**config.mk**
```make
export PLATFORM = sky130hd
export DESIGN_NAME = alu_rr_scheduler
export DESIGN_NICKNAME = d
export VERILOG_FILES = /design/src/rtl/alu_rr_scheduler.sv
export SDC_FILE = /design/constraint.sdc
export NUM_CORES = 1
export LEC_CHECK = 0
export CAP_MARGIN = 10
export CORE_ASPECT_RATIO = 0.5
export CORE_MARGIN = 4
export CORE_UTILIZATION = 40
export DETAILED_ROUTE_END_ITERATION = 12
export GPL_ROUTABILITY_DRIVEN = 1
export GPL_TIMING_DRIVEN = 0
export PLACE_DENSITY_LB_ADDON = 0.25
export SLEW_MARGIN = 20
export SYNTH_ARGS = -nofsm -noshare
export SYNTH_HDL_FRONTEND = slang
export SYNTH_SLANG_ARGS = --single-unit
```
**constraint.sdc**
```tcl
create_clock -name clk -period 3.4 [get_ports clk]
set_input_delay 0.68 -clock clk [delete_from_list [all_inputs] [get_ports clk]]
set_output_delay 0.68 -clock clk [all_outputs]
set_load 0.02 [all_outputs]
```
**src/rtl/alu_rr_scheduler.sv**
```systemverilog
// Round-robin front end sharing one external 4-bit ALU between NREQ requesters.
// Each accepted operation runs IDLE -> EXEC -> RESP and returns a tagged, registered result.
module alu_rr_scheduler #(
    parameter int unsigned NREQ = 4,
    parameter int unsigned IDW  = 2
) (
    input  logic                clk,
    input  logic                rst,
    input  logic [NREQ-1:0]     req_valid,
    input  logic [4*NREQ-1:0]   req_a,
    input  logic [4*NREQ-1:0]   req_b,
    input  logic [3*NREQ-1:0]   req_sel,
    output logic [NREQ-1:0]     req_ready,
    output logic [3:0]          alu_a,
    output logic [3:0]          alu_b,
    output logic [2:0]          alu_sel,
    input  logic [3:0]          alu_y,
    output logic                rsp_valid,
    input  logic                rsp_ready,
    output logic [IDW-1:0]      rsp_id,
    output logic [3:0]          rsp_y,
    output logic                rsp_err
);

    typedef enum logic [1:0] {
        StIdle,
        StExec,
        StResp
    } state_e;

    state_e           r_state;
    state_e           w_state_next;

    logic [IDW-1:0]   r_ptr;
    logic [IDW-1:0]   r_id;
    logic [3:0]       r_a;
    logic [3:0]       r_b;
    logic [2:0]       r_sel;
    logic [IDW-1:0]   r_rsp_id;
    logic [3:0]       r_rsp_y;
    logic             r_rsp_err;

    logic [2*NREQ-1:0] w_dbl;
    logic              w_found;
    logic [IDW:0]      w_sum;
    logic [IDW-1:0]    w_grant;
    logic              w_err;
    logic [IDW-1:0]    w_ptr_next;

    // Rotate the request vector so bit 0 is the pointer position; first set bit wins.
    always_comb begin
        w_dbl   = {req_valid, req_valid} >> r_ptr;
        w_found = 1'b0;
        w_sum   = '0;
        for (int k = 0; k < NREQ; k++) begin
            if (!w_found && w_dbl[k]) begin
                w_found = 1'b1;
                w_sum   = {1'b0, r_ptr} + (IDW+1)'(k);
            end
        end
        w_grant = (w_sum >= (IDW+1)'(NREQ)) ? IDW'(w_sum - (IDW+1)'(NREQ)) : IDW'(w_sum);
    end

    always_comb begin
        req_ready = '0;
        if (r_state == StIdle && w_found && !rst) begin
            req_ready = NREQ'(1) << w_grant;
        end
    end

    assign w_err      = ((r_sel == 3'b011) || (r_sel == 3'b100)) && (r_b == 4'd0);
    assign w_ptr_next = (r_id == IDW'(NREQ - 1)) ? '0 : r_id + 1'b1;

    always_comb begin
        w_state_next = r_state;
        case (r_state)
            StIdle:  if (w_found) w_state_next = StExec;
            StExec:  w_state_next = StResp;
            StResp:  if (rsp_ready) w_state_next = StIdle;
            default: w_state_next = StIdle;
        endcase
    end

    always_ff @(posedge clk or posedge rst) begin
        if (rst) begin
            r_state <= StIdle;
        end else begin
            r_state <= w_state_next;
        end
    end

    always_ff @(posedge clk or posedge rst) begin
        if (rst) begin
            r_ptr     <= '0;
            r_id      <= '0;
            r_a       <= '0;
            r_b       <= '0;
            r_sel     <= '0;
            r_rsp_id  <= '0;
            r_rsp_y   <= '0;
            r_rsp_err <= 1'b0;
        end else begin
            case (r_state)
                StIdle: begin
                    if (w_found) begin
                        r_a   <= req_a[4*w_grant +: 4];
                        r_b   <= req_b[4*w_grant +: 4];
                        r_sel <= req_sel[3*w_grant +: 3];
                        r_id  <= w_grant;
                    end
                end
                StExec: begin
                    // The ALU result is undefined on divide/modulo by zero, so mask it.
                    r_rsp_y   <= w_err ? 4'd0 : alu_y;
                    r_rsp_id  <= r_id;
                    r_rsp_err <= w_err;
                end
                StResp: begin
                    if (rsp_ready) r_ptr <= w_ptr_next;
                end
                default: ;
            endcase
        end
    end

    assign alu_a     = r_a;
    assign alu_b     = r_b;
    assign alu_sel   = r_sel;
    assign rsp_valid = (r_state == StResp);
    assign rsp_id    = r_rsp_id;
    assign rsp_y     = r_rsp_y;
    assign rsp_err   = r_rsp_err;

endmodule

```
Word level (Yosys, flattened, before mapping)
Cells that the tools add are included.
W data, S select, Z words.
{"block": "word_totals", "reg_bits": 24, "input_bits": 55, "out_inout_bits": 23, "word_cells": 59}
{"block": "classes", "n_addsub": 5, "multipliers": 1, "order_cmp": 1, "eq_ne": 7, "n_shift": 5, "mux": 15, "n_reduce_logical": 16}
{"operator": "$shiftx A16 B5 Y4", "count": 2}
{"operator": "$shiftx A12 B5 Y3", "count": 1}
{"operator": "$mux W2", "count": 5}
{"operator": "$mux W3", "count": 3}
{"operator": "$mux W4", "count": 2}
{"operator": "$shr A8 B2 Y4", "count": 1}
{"operator": "$add A2 B2 Y3 const B", "count": 2}
{"operator": "$logic_and A1 B1 Y1", "count": 6}
{"operator": "$pmux W2 S3", "count": 1}
{"operator": "$reduce_and A2 Y1", "count": 3}
{"operator": "$eq A2 B2 Y1 const B", "count": 2}
{"operator": "$logic_not A1 Y1", "count": 4}
{"operator": "$logic_not A4 Y1", "count": 1}
{"operator": "$mul A2 B2 Y4 const A", "count": 1}
{"operator": "$mux W1", "count": 4}
{"operator": "$shl A1 B2 Y4 const A", "count": 1}
{"operator": "$add A2 B1 Y3 const B", "count": 1}
{"operator": "$eq A3 B2 Y1 const B", "count": 1}
{"operator": "$eq A3 B3 Y1 const B", "count": 1}
{"operator": "$ge A3 B3 Y1 const B", "count": 1}
{"operator": "$add A2 B1 Y2 const B", "count": 1}
{"operator": "$eq A2 B1 Y1 const B", "count": 1}
{"operator": "$logic_not A2 Y1", "count": 1}
{"operator": "$ne A2 B1 Y1 const B", "count": 1}
{"operator": "3 further kinds", "count": 3}

Longest topological paths before layout
{"block": "logic_depth", "depth_word": 15, "depth_mapped": 8}

Worst setup path before layout
Ideal clock, no wire load.
{"block": "synth_timing", "kind": "input to output", "from": "input req_valid[3]", "to": "output req_ready[2]", "arrival_ns": 2.021, "required_ns": 2.720, "slack_ns": 0.699, "path_stages": 6, "n_path_buf": 2, "cell_sequence": "buf_2 or3_1 o311ai_1 buf_4 nand2_1 nor3_1"}
{"block": "synth_via", "elab_chain_len": 15, "word_cells_on_any_way": 22, "classes_between": "add/sub (1); order compare (1); shift (2); mux (10); reduce/logical (8)"}
{"item": "start: declaration", "line": "9", "rtl": "input logic [NREQ-1:0] req_valid,"}
{"item": "$shr A8 B2 Y4 *", "line": "52", "rtl": "w_dbl = {req_valid, req_valid} >> r_ptr;"}
{"item": "$mux W1", "line": "56", "rtl": "if (!w_found && w_dbl[k]) begin"}
{"item": "$logic_not A1 Y1", "line": "56"}
{"item": "$logic_and A1 B1 Y1", "line": "56"}
{"item": "$mux W1", "line": "56"}
{"item": "$logic_not A1 Y1", "line": "56"}
{"item": "$logic_and A1 B1 Y1", "line": "56"}
{"item": "$mux W1", "line": "56"}
{"item": "$logic_not A1 Y1", "line": "56"}
{"item": "$logic_and A1 B1 Y1", "line": "56"}
{"item": "$mux W3", "line": "56"}
{"item": "$ge A3 B3 Y1 or $sub A2 B1 Y2 (tied branches)", "line": "61", "rtl": "w_grant = (w_sum >= (IDW+1)'(NREQ)) ? IDW'(w_sum - (IDW+1)'(NREQ)) : IDW'(w_sum);"}
{"item": "$mux W2", "line": "61"}
{"item": "$shl A1 B2 Y4", "line": "67", "rtl": "req_ready = NREQ'(1) << w_grant;"}
{"item": "$mux W4 *", "line": "66", "rtl": "if (r_state == StIdle && w_found && !rst) begin"}
{"item": "end: declaration", "line": "13", "rtl": "output logic [NREQ-1:0] req_ready,"}
Every way passes the cells marked *; elsewhere a longest branch is shown, timed or not.

Final worst setup path
{"block": "layout_timing", "from": "input req_valid[1]", "to": "output req_ready[1]"}
Same word-level chain as after synthesis.

==> flow_metrics.env <==
export IMPL_cts_tree="yes"
export IMPL_tightest_slew_ns=0.571
export IMPL_rows=15
export IMPL_internal_power_mw=1.13
export IMPL_grt_usage_pct=21.1
export IMPL_fmax_mhz=309
export IMPL_wire_per_inst_um=15.9
export IMPL_synthCells=166
export IMPL_period_needed_ns=3.23
export IMPL_grt_pass1_vias=1589
export IMPL_port_buffer_count=75
export IMPL_viasPerCell=5.46
export IMPL_drtPass1Iterations=4
export IMPL_ir_drop_v=0.000390
export IMPL_fill_cells=294
export IMPL_die_h_um=50.6
export IMPL_status="finished, final reports clean"
export IMPL_final_core_utilization_pct=68.4
export IMPL_clk_pin_slew_ns=0.09
export IMPL_grt_start_max_net_pins=26
export IMPL_synth_seq_cells=24
export IMPL_p_comb_share_pct=59.2
export IMPL_worstHoldStart="rsp_id[1]"
export IMPL_yosys_warnings=0
export IMPL_r2r_cells=6
export IMPL_critical_path_cell_chain="dlygate4sd2_1 > nor2_1 > a311o_1 > buf_4 > clkinv_2 > and3_1 > clkdlybuf4s50_1"
export IMPL_worstPathArrival_ns=2.55
export IMPL_worst_setup_path_end_kind="primary output"
export IMPL_skew_ns=0.00445
export IMPL_finalInstanceArea_mm2=0.00236
export IMPL_grt_pass1_wl_um=7650
export IMPL_setup_viol=0
export IMPL_synth_edf_count=0
export IMPL_cts_buffers=3
export IMPL_seq_area_um2=601
export IMPL_syn_to_final_growth_pct=62.7
export IMPL_cts_root_buf="clkbuf_8"
export IMPL_cts_sinks=24
export IMPL_power_leakage_nw=0.994
export IMPL_synth_compound_area_share_pct=31.2
export IMPL_synth_top_family_by_area="compound AO/OA/AOI/OAI gates"
export IMPL_relSlewSlack_pct=61.7
export IMPL_whs_endpoint="rsp_id[1]"
export IMPL_period_share_pct=95.1
export IMPL_fin_nets=302
export IMPL_p_sw_share_pct=41.1
export IMPL_synth_avg_cell_area_um2=8.74
export IMPL_fin_ws_ns=0.166
export IMPL_synth_xor_area_share_pct=0
export IMPL_slowest_delay_ns=0.61
export IMPL_die_area_mm2=0.00471
export IMPL_antenna_left=0
export IMPL_drive_gt1_share_pct=9.80
export IMPL_placed_area_mm2=0.00227
export IMPL_dieWidth_um=93.2
export IMPL_start_kind="input port"
export IMPL_drt_drc_violations_left=0
export IMPL_power_density_mw_per_mm2=810
export IMPL_hold_class="reg -> reg"
export IMPL_drv_cap=0
export IMPL_drt_total_wl_um=4700
export IMPL_synthDistinctLibCells=35
export IMPL_core_area_mm2=0.00345
export IMPL_hold_depth=1
export IMPL_cp_slowest_cell="clkdlybuf4s50_1"
export IMPL_synth_top_area_share_pct=41.4
export IMPL_layout_commonest_cell="clkdlybuf4s50_1"
export IMPL_yosys_area_top_type="dfrtp_1"
export IMPL_async_flop_share_pct=100
export IMPL_cts_max_level=1
export IMPL_synthTopCellsByArea="dfrtp_1 41%, a31oi_1 9.5%, a22oi_1 5.7%"
export IMPL_synth_nets=222
export IMPL_start_util_pct=42.0
export IMPL_multiInputGateArea_um2=748
export IMPL_dp_hpwl_um=3470
export IMPL_seqPwrFrac_pct=27.6
export IMPL_r2r_end="alu_sel[1]"
export IMPL_clkPwrFrac_pct=13.3
export IMPL_synthFlopType="dfrtp_1"
export IMPL_netlist_area_mm2=0.00145
export IMPL_cts_buffer_depth=2
export IMPL_timing_rr_start="r_ptr[1]"
export IMPL_final_cell_mix="70 x clkdlybuf4s50_1, 24 x dfrtp_1, 22 x a31oi_1, 14 x o21ai_0, 13 x nor2_1"
export IMPL_regToRegSetupSlack_ns=1.69
export IMPL_fin_tns_setup_ns=0
export IMPL_power_switching_mw=0.786
export IMPL_gp_congestion=0.833
export IMPL_hold_viol=0
export IMPL_power_mw=1.91
export IMPL_antenna_found_initial=0
export IMPL_diodes=0
export IMPL_drt_iter0_drc=87
export IMPL_worstSetupPathType="in -> out"
export IMPL_vias=1616
export IMPL_rsz0062_at_grt="false"
export IMPL_cp_max_fo=10
export IMPL_slew_viol_final=0
export IMPL_clk_latency_ns=0.27
export IMPL_grt_overflow=0
export IMPL_muxShareOfSynthArea_pct=2.33
export IMPL_place_ws_ns=-0.206
export IMPL_io_pin_count=78
export IMPL_yosysSeqAreaShare_pct=41.4
export IMPL_yosys_area_share_adder_pct=0.862
export IMPL_cp_required_ns=2.72
export IMPL_yosys_area_share_simple_pct=16.4
-- power groups by stage --
stage	Sequential, mW	Clock (mW)	Combinational (mW)
floorplan	0.649	0	0.550
global placement	0.530	0	1.09
detailed placement	0.534	0	1.11
CTS	0.530	0.255	1.13
global route	0.549	0.263	1.24
finish	0.527	0.254	1.13
-- worst max path at each step --
stage | from | endpoint | depth (start not counted)
after global routing | req_valid[1] | req_ready[1] | 7
after detailed placement | req_valid[0] | req_ready[3] | 7
after CTS | req_valid[0] | req_ready[1] | 7
final | req_valid[1] | req_ready[1] | 7
after floorplan | req_valid[3] | req_ready[2] | 6
after global placement | req_valid[0] | req_ready[2] | 7
-- synth_stat cells, drive strengths merged, types with 2 or more instances --
master   n
buf     10
o21ai   16
and3    12
dfrtp   24
nand2    7
mux2     3
nor3     4
nand2b   6
clkbuf   6
nor2    13
inv      5
nor2b    2
a22o     4
a21oi    5
a22oi   11
a31oi   22
o22ai    2
-- registers in the layout, summed over array words and instances (netlist names) --
signal   cells
alu_a        4
alu_b        4
rsp_y        4
alu_sel      3
r_id         2
r_ptr        2
r_state      2
rsp_id       2
rsp_err      1
-- what timing repair did --
action	in CTS	in global routing
setup buffers	0	0
cloned	0	1
endpoints found under the setup margin	4	1
hold buffers	0	0
gates resized for setup	12	2
-- metal layers --
layer / global-route usage (%) / vias up / wire [µm]
met3: 7.34 / 14 / 454
met5: 0 / - / 0
met1: 26.0 / 751 / 1950
li1: - / 781 / -
met2: 33.4 / 70 / 2160
met4: 9.49 / 0 / 132
-- final cells by class --
class | count | area share [%]
clock buffer | 3 | 1.75
clock inverter | 1 | 1.27
multi-input combinational | 120 | 31.7
timing repair buffer | 75 | 31.7
sequential | 24 | 25.4
timing repair inverter | 1 | 0.212
tap | 51 | 2.70
inverter | 6 | 1.17
buffer | 15 | 4.08
-- critical path: cells and delay by family --
family,cells,cell delay (ns)
simple gates,2,0.27
compound gates,1,0.36
buf+inv,4,1.25
-- logic make-up (layout without fill, tap and decap cells) --
| kind of cell | Yosys count | after routing |
|---|---|---|
| compound gates | 69 | 69 |
| fa+ha+maj | 1 | 1 |
| buf+inv | 22 | 101 |
| flops | 24 | 24 |
| mux | 3 | 3 |
| simple gates | 47 | 47 |
-- metrics by stage --
stage	std cells	hold slack, ns
2_1_floorplan	166	0.472
3_3_place_gp	292	0.472
3_5_place_dp	292	0.482
4_1_cts	295	0.503
5_1_grt	296	0.527
6_report	296	0.495
Power figures use the tool's default switching activity.
